`config.mk`:
```
export PLATFORM = sky130hd
export DESIGN_NAME = instr_queue
export DESIGN_NICKNAME = d
export VERILOG_FILES = /design/src/rtl/instr_queue.sv
export SDC_FILE = /design/constraint.sdc
export NUM_CORES = 1
export LEC_CHECK = 0
export CORE_MARGIN = 1.5
export CORE_UTILIZATION = 35
export CTS_BUF_LIST = sky130_fd_sc_hd__clkbuf_4 sky130_fd_sc_hd__clkbuf_8 sky130_fd_sc_hd__clkbuf_16
export DETAILED_ROUTE_END_ITERATION = 8
export PLACE_DENSITY = 0.51
export SYNTH_ARGS = -nofsm -noshare
export SYNTH_HDL_FRONTEND = slang
export SYNTH_SLANG_ARGS = --single-unit
```
`constraint.sdc`:
```
create_clock -name clk -period 22 [get_ports clk]
set_clock_uncertainty 0.15 [all_clocks]
set_input_delay 4.4 -clock clk [delete_from_list [all_inputs] [get_ports clk]]
set_output_delay 4.4 -clock clk [all_outputs]
set_load 0.01 [all_outputs]
```
`src/rtl/instr_queue.sv`:
```
// Instruction queue between the fetch return port and decode: a circular FIFO of
// {instr, pc, bubble, exc} with epoch-based discard of stale returns and fetch credits.
module instr_queue #(
  parameter int WIDTH = 32,
  parameter int PC_W  = 32,
  parameter int EXC_W = 8,
  parameter int DEPTH = 4,
  parameter int SKID  = 2
) (
  input  logic                     clk,
  input  logic                     rst_n,
  input  logic                     clk_en,
  input  logic                     halt,
  input  logic                     flush,
  input  logic                     in_valid,
  input  logic                     in_epoch,
  input  logic [WIDTH-1:0]         in_instr,
  input  logic [PC_W-1:0]          in_pc,
  input  logic                     in_bubble,
  input  logic [EXC_W-1:0]         in_exc,
  input  logic                     stall,
  output logic                     fetch_ready,
  output logic                     epoch,
  output logic                     out_valid,
  output logic [WIDTH-1:0]         out_instr,
  output logic [PC_W-1:0]          out_pc,
  output logic                     out_bubble,
  output logic [EXC_W-1:0]         out_exc,
  output logic [$clog2(DEPTH):0]   count,
  output logic                     overflow_err
);

  localparam int AW = $clog2(DEPTH);
  localparam int CW = AW + 1;

  logic [WIDTH-1:0] mem_instr  [DEPTH];
  logic [PC_W-1:0]  mem_pc     [DEPTH];
  logic             mem_bubble [DEPTH];
  logic [EXC_W-1:0] mem_exc    [DEPTH];

  logic [AW-1:0] head;
  logic [AW-1:0] tail;

  logic          advance;
  logic          accept;
  logic          full;
  logic          pop;
  logic          push;
  logic          drop;
  logic [CW-1:0] free_slots;

  assign advance = clk_en && !halt;
  assign accept  = in_valid && (in_epoch == epoch);
  assign full    = (count == CW'(DEPTH));
  assign pop     = out_valid && !stall;
  // A full queue still takes a new entry when the head leaves in the same cycle.
  assign push    = accept && (!full || pop);
  assign drop    = accept && !push;

  assign free_slots  = CW'(DEPTH) - count;
  assign fetch_ready = (free_slots > CW'(SKID));

  assign out_valid  = (count != '0);
  assign out_instr  = out_valid ? mem_instr[head] : '0;
  assign out_pc     = out_valid ? mem_pc[head]    : '0;
  assign out_exc    = out_valid ? mem_exc[head]   : '0;
  assign out_bubble = out_valid ? mem_bubble[head] : 1'b1;

  always_ff @(posedge clk) begin
    if (!rst_n) begin
      head         <= '0;
      tail         <= '0;
      count        <= '0;
      epoch        <= 1'b0;
      overflow_err <= 1'b0;
      for (int i = 0; i < DEPTH; i++) begin
        mem_instr[i]  <= '0;
        mem_pc[i]     <= '0;
        mem_bubble[i] <= 1'b0;
        mem_exc[i]    <= '0;
      end
    end else if (advance) begin
      if (flush) begin
        // Returns arriving during the flush belong to the old stream and are dropped.
        head  <= '0;
        tail  <= '0;
        count <= '0;
        epoch <= ~epoch;
      end else begin
        if (push) begin
          mem_instr[tail]  <= in_instr;
          mem_pc[tail]     <= in_pc;
          mem_bubble[tail] <= in_bubble;
          mem_exc[tail]    <= in_exc;
          tail             <= tail + AW'(1);
        end
        if (pop) begin
          head <= head + AW'(1);
        end
        count <= count + CW'(push) - CW'(pop);
        if (drop) begin
          overflow_err <= 1'b1;
        end
      end
    end
  end

endmodule

```
== Word-level counts from Yosys, hierarchy flattened ==
Memory sizes are Yosys's and may differ from the RTL's. A register that Yosys moved wholly into a read port is not among the register bits.
Cells that the tools add are included.
W data, S select, Z words.

* Input port bits: 81
* Output and inout bits: 80
* Bits in registers: 9
* Memories kept: 4
* Word-level logic and storage cells: 75
* Bits in writable memories: 292

* Bitwise gates (word level): 2
* Multiplexer cells: 35
* Equal/unequal tests: 2
* Order comparisons: 1
* Add/sub/neg operators: 5
* Reduce and logical (&&, ||, !) cells: 21

{| class="wikitable"
|+ Memory list
! memory !! depth !! bits a word !! rd ports !! clocked after Yosys merged registers in !! wr ports !! line !! text
|-
| mem_instr || 4 || 32 || 1 || 1 || 4 || 36 || <nowiki>logic [WIDTH-1:0] mem_instr [DEPTH];</nowiki>
|-
| mem_pc || 4 || 32 || 1 || 1 || 4 || 37 || <nowiki>logic [PC_W-1:0] mem_pc [DEPTH];</nowiki>
|-
| mem_exc || 4 || 8 || 1 || 1 || 4 || 39 || <nowiki>logic [EXC_W-1:0] mem_exc [DEPTH];</nowiki>
|-
| mem_bubble || 4 || 1 || 1 || 1 || 4 || 38 || <nowiki>logic mem_bubble [DEPTH];</nowiki>
|}

{| class="wikitable"
|+ Operator list
! operator !! number
|-
| $mux W32 || 4
|-
| $reduce_or A32 Y1 || 2
|-
| $mux W2 || 16
|-
| $mux W8 || 2
|-
| $mux W1 || 12
|-
| $reduce_or A8 Y1 || 1
|-
| $reduce_and A2 Y1 || 3
|-
| $logic_and A1 B1 Y1 || 5
|-
| $add A2 B1 Y2 const B || 2
|-
| $logic_not A1 Y1 || 4
|-
| $reduce_bool A2 Y1 || 2
|-
| $add A3 B1 Y3 || 1
|-
| $eq A3 B3 Y1 const B || 1
|-
| $gt A3 B2 Y1 const B || 1
|-
| $mux W3 || 1
|-
| $reduce_and A3 Y1 || 1
|-
| $reduce_bool A3 Y1 || 1
|-
| $sub A3 B1 Y3 || 1
|-
| $sub A3 B3 Y3 const A || 1
|-
| $not A1 Y1 || 2
|-
| $eq A1 B1 Y1 || 1
|-
| $logic_or A1 B1 Y1 || 1
|-
| $reduce_or A1 Y1 || 1
|}

== Logic depth before layout (Yosys ltp) ==
* Depth after elaboration: 11
* Gate-level depth with buffers: 14
* Depth with buffers taken out: 14

== Worst setup path before layout ==
OpenSTA, ideal clock, no wires.

* Kind: input-to-reg
* Start: input halt
* End: memory mem_bubble[3], enable pin
* Library setup time: 605 ps
* Path buffers: 0
* Slack: 11,180 ps
* Stages on the path: 4
* Arrival: 10,065 ps
* Data required time: 21,245 ps
* Cells stage by stage: nand2b_1 -> nor2_1 -> nand3_1 -> o21ai_0

{| class="wikitable"
|+ RTL lines
! what !! line !! text
|-
| start, declared || 13 || <nowiki>input logic halt,</nowiki>
|-
| end, declared || 38 ||
|}

==> metrics.txt <==
status=finished, final reports clean; routed vias=7339; # IOs=161; Rel. slew slack=0.274; setup_tns=0 ps; hold_buf cts=0; clock power share=0.423; effective utilization at floorplan=0.355; Reg clk slew, reported paths=60 ps; main flop type after synthesis=edfxtp_1; cell-internal power=0.974 mW; fin area=16800 sq um; Routed Antenna Nets=0; Sw Share=0.211; Slew @ Worst Pin=1090 ps; number of synthesized flops with an enable pin=289; Setup crit start kind=primary input; Filler Cells Inserted=3475; total design power=1.23 mW; DP Area=15800 sq um; drt pass-1 iters=4; pwr/cell area=73.6 nW/um^2; synth warn=0; Core Area=38600 sq um; final setup vio count=0; synthesized area per cell=15.8 sq um; sequential power share=0.530; root buffer cell=clkbuf_16; Final nets=1105; first-pass GRT wire length=48300 um; worst setup margin=13740 ps; initial antenna violation count=3; Async SR Flop Fraction=0; clock latency on the worst-skew pair=510 ps; worst endpoint required time=21980 ps; Row Count=72; synthesized net count=956; GRT Resource Usage Total=0.159; final core area utilization=0.434; CTS Buffer Depth=3; HPWL reported at the end of detailed placement=17100 um; die width=201 um; Sw Pwr=0.261 mW; Clock Sinks=303; fin crit period=8260 ps; placed insts=1499; total grt overflow=0; vias in the first global route=7977; initial DRC count=314; Detailed Route WL=31500 um; mapped cell area=13700 sq um; hold path start=mem_bubble[0]; Finished Layout Cells=1561; die span in y=201 um; RSZ-0062 raised after global routing=false; Fin. Hold Viols=0; reg2reg start=count[1]; leakage=5.90 nW; FF+latch count, synth=303; worst-path fanout max=74; hold crit path type=reg -> reg; post-synth top area share=0.633; IO buf count=160; post-synth top area cell=edfxtp_1; combinational share of power=0.047; CTS tree=yes; ratio of cells with drive above 1 in the final layout=0.143; Period Utilization, post-route=0.375; sequential fraction of the synthesis area=0.654; Die ar.=40300 sq um; fmax=0.121 GHz; count leader, synth=and2_1; DR vias/cell=4.70; Remaining DRCs=0; Gate Count Post-Synth=868; Min Hold Slack=321 ps; main area contributors after synthesis=edfxtp_1 (63%), and2_1 (16%), mux4_2 (12%); Storage cell area=8970 sq um; Final Max Slew Viols=0; Max VDD drop=38.0 uV; Distinct cells, synth=42; synth cell count leaders=and2_1 (361), edfxtp_1 (289), mux4_2 (73); CTS buffer count=34; Max Cap Viol=0; critical path type=in -> reg; largest net degree at the start of global routing=75; Avg WL per Cell=20.2 um; H-tree depth=2; Post-CTS Setup Repair Bufs=0; routability cong.=0.733; area delta synth->final=22.5%; area of the multi-input gates=4450 sq um; Worst setup EP type=flip-flop; CP startpoint=rst_n; worst slack at placement=13070 ps; post-CTS sizing=0; CP arrival=8240 ps
logic make-up after synthesis:
| group | after synthesis | synth area share |
|---|---|---|
| flip-flops | 303 | 0.654 |
| adder cells (fa/ha/maj) | 7 | 0.00694 |
| XOR/XNOR | 3 | 0.00247 |
| buffers and inverters | 65 | 0.0245 |
| multiplexers | 76 | 0.122 |
| AND/OR/NAND/NOR | 394 | 0.181 |
| AO/OA/AOI/OAI | 20 | 0.00950 |
flip-flops by register name, indices dropped and copies added, names as in the netlist, named ones only:
| register | count |
|---|---|
| epoch | 1 |
| count | 3 |
| overflow_err | 1 |
| mem_pc | 128 |
| mem_exc | 32 |
| mem_bubble | 4 |
| mem_instr | 128 |
| tail | 2 |
| head | 2 |
cell type report:
type / instances / share of cell area
multi-input combinational: 500 / 0.265
timing repair buffer: 170 / 0.0999
inverter: 8 / 0.00179
clock inverter: 21 / 0.00589
antenna: 1 / 0.000149
clock buffer: 40 / 0.0544
tap: 518 / 0.0386
sequential: 303 / 0.534
layer usage:
layer | part of all wire | routed length [um] | GRT usage
met1 | 0.43 | 13500 | 0.197
met2 | 0.50 | 15900 | 0.281
met3 | 0.047 | 1470 | 0.0347
met4 | 0.018 | 562 | 0.0387
met5 | 0.0015 | 47 | 0
critical path: stages:
cell and delay, ps:
clkdlybuf4s50_1 1000, nand4bb_2 260, and4bb_4 1090, and3b_2 350
nand2b_4 350, buf_4 720
layout by cell type, fill, tap and decap left out, types with 2 or more instances in the layout:
| master | Yosys | layout |
|---|---|---|
| a21boi_0 | 4 | 4 |
| and2_1 | 361 | 361 |
| and3b_2 | 0 | 2 |
| buf_4 | 1 | 10 |
| clkbuf_16 | 0 | 35 |
| clkbuf_4 | 0 | 5 |
| clkdlybuf4s50_1 | 0 | 160 |
| clkinv_1 | 0 | 10 |
| clkinv_2 | 0 | 9 |
| dfxtp_1 | 14 | 12 |
| dfxtp_4 | 0 | 2 |
| edfxtp_1 | 289 | 289 |
| ha_1 | 6 | 6 |
| inv_1 | 7 | 7 |
| mux2i_1 | 3 | 3 |
| mux4_2 | 73 | 73 |
| nand2_1 | 7 | 7 |
| nand2b_4 | 0 | 2 |
| nand3_1 | 3 | 3 |
| nor2_1 | 3 | 3 |
| nor2b_1 | 2 | 2 |
| nor3_1 | 3 | 3 |
| o21a_1 | 5 | 5 |
| o21ai_0 | 6 | 5 |
path summary, 6_finish.rpt:
check	cells past startpoint	to	slack, ps
setup / recovery	6	mem_pc[2][21]	13740
setup reg to reg	9	mem_pc[0][21]	17600
hold / removal	2	mem_bubble[0]	320
hold reg to reg	2	mem_bubble[0]	320
power groups by stage:
stage               sequential, mW  clock, mW  combinational (mW)
floorplan                    0.668          0              0.0240
global placement             0.667          0              0.0597
detailed placement           0.668          0              0.0597
CTS                          0.655      0.533              0.0599
global route                 0.657      0.556              0.0631
finish                       0.655      0.522              0.0579
Power figures use the tool's default switching activity.
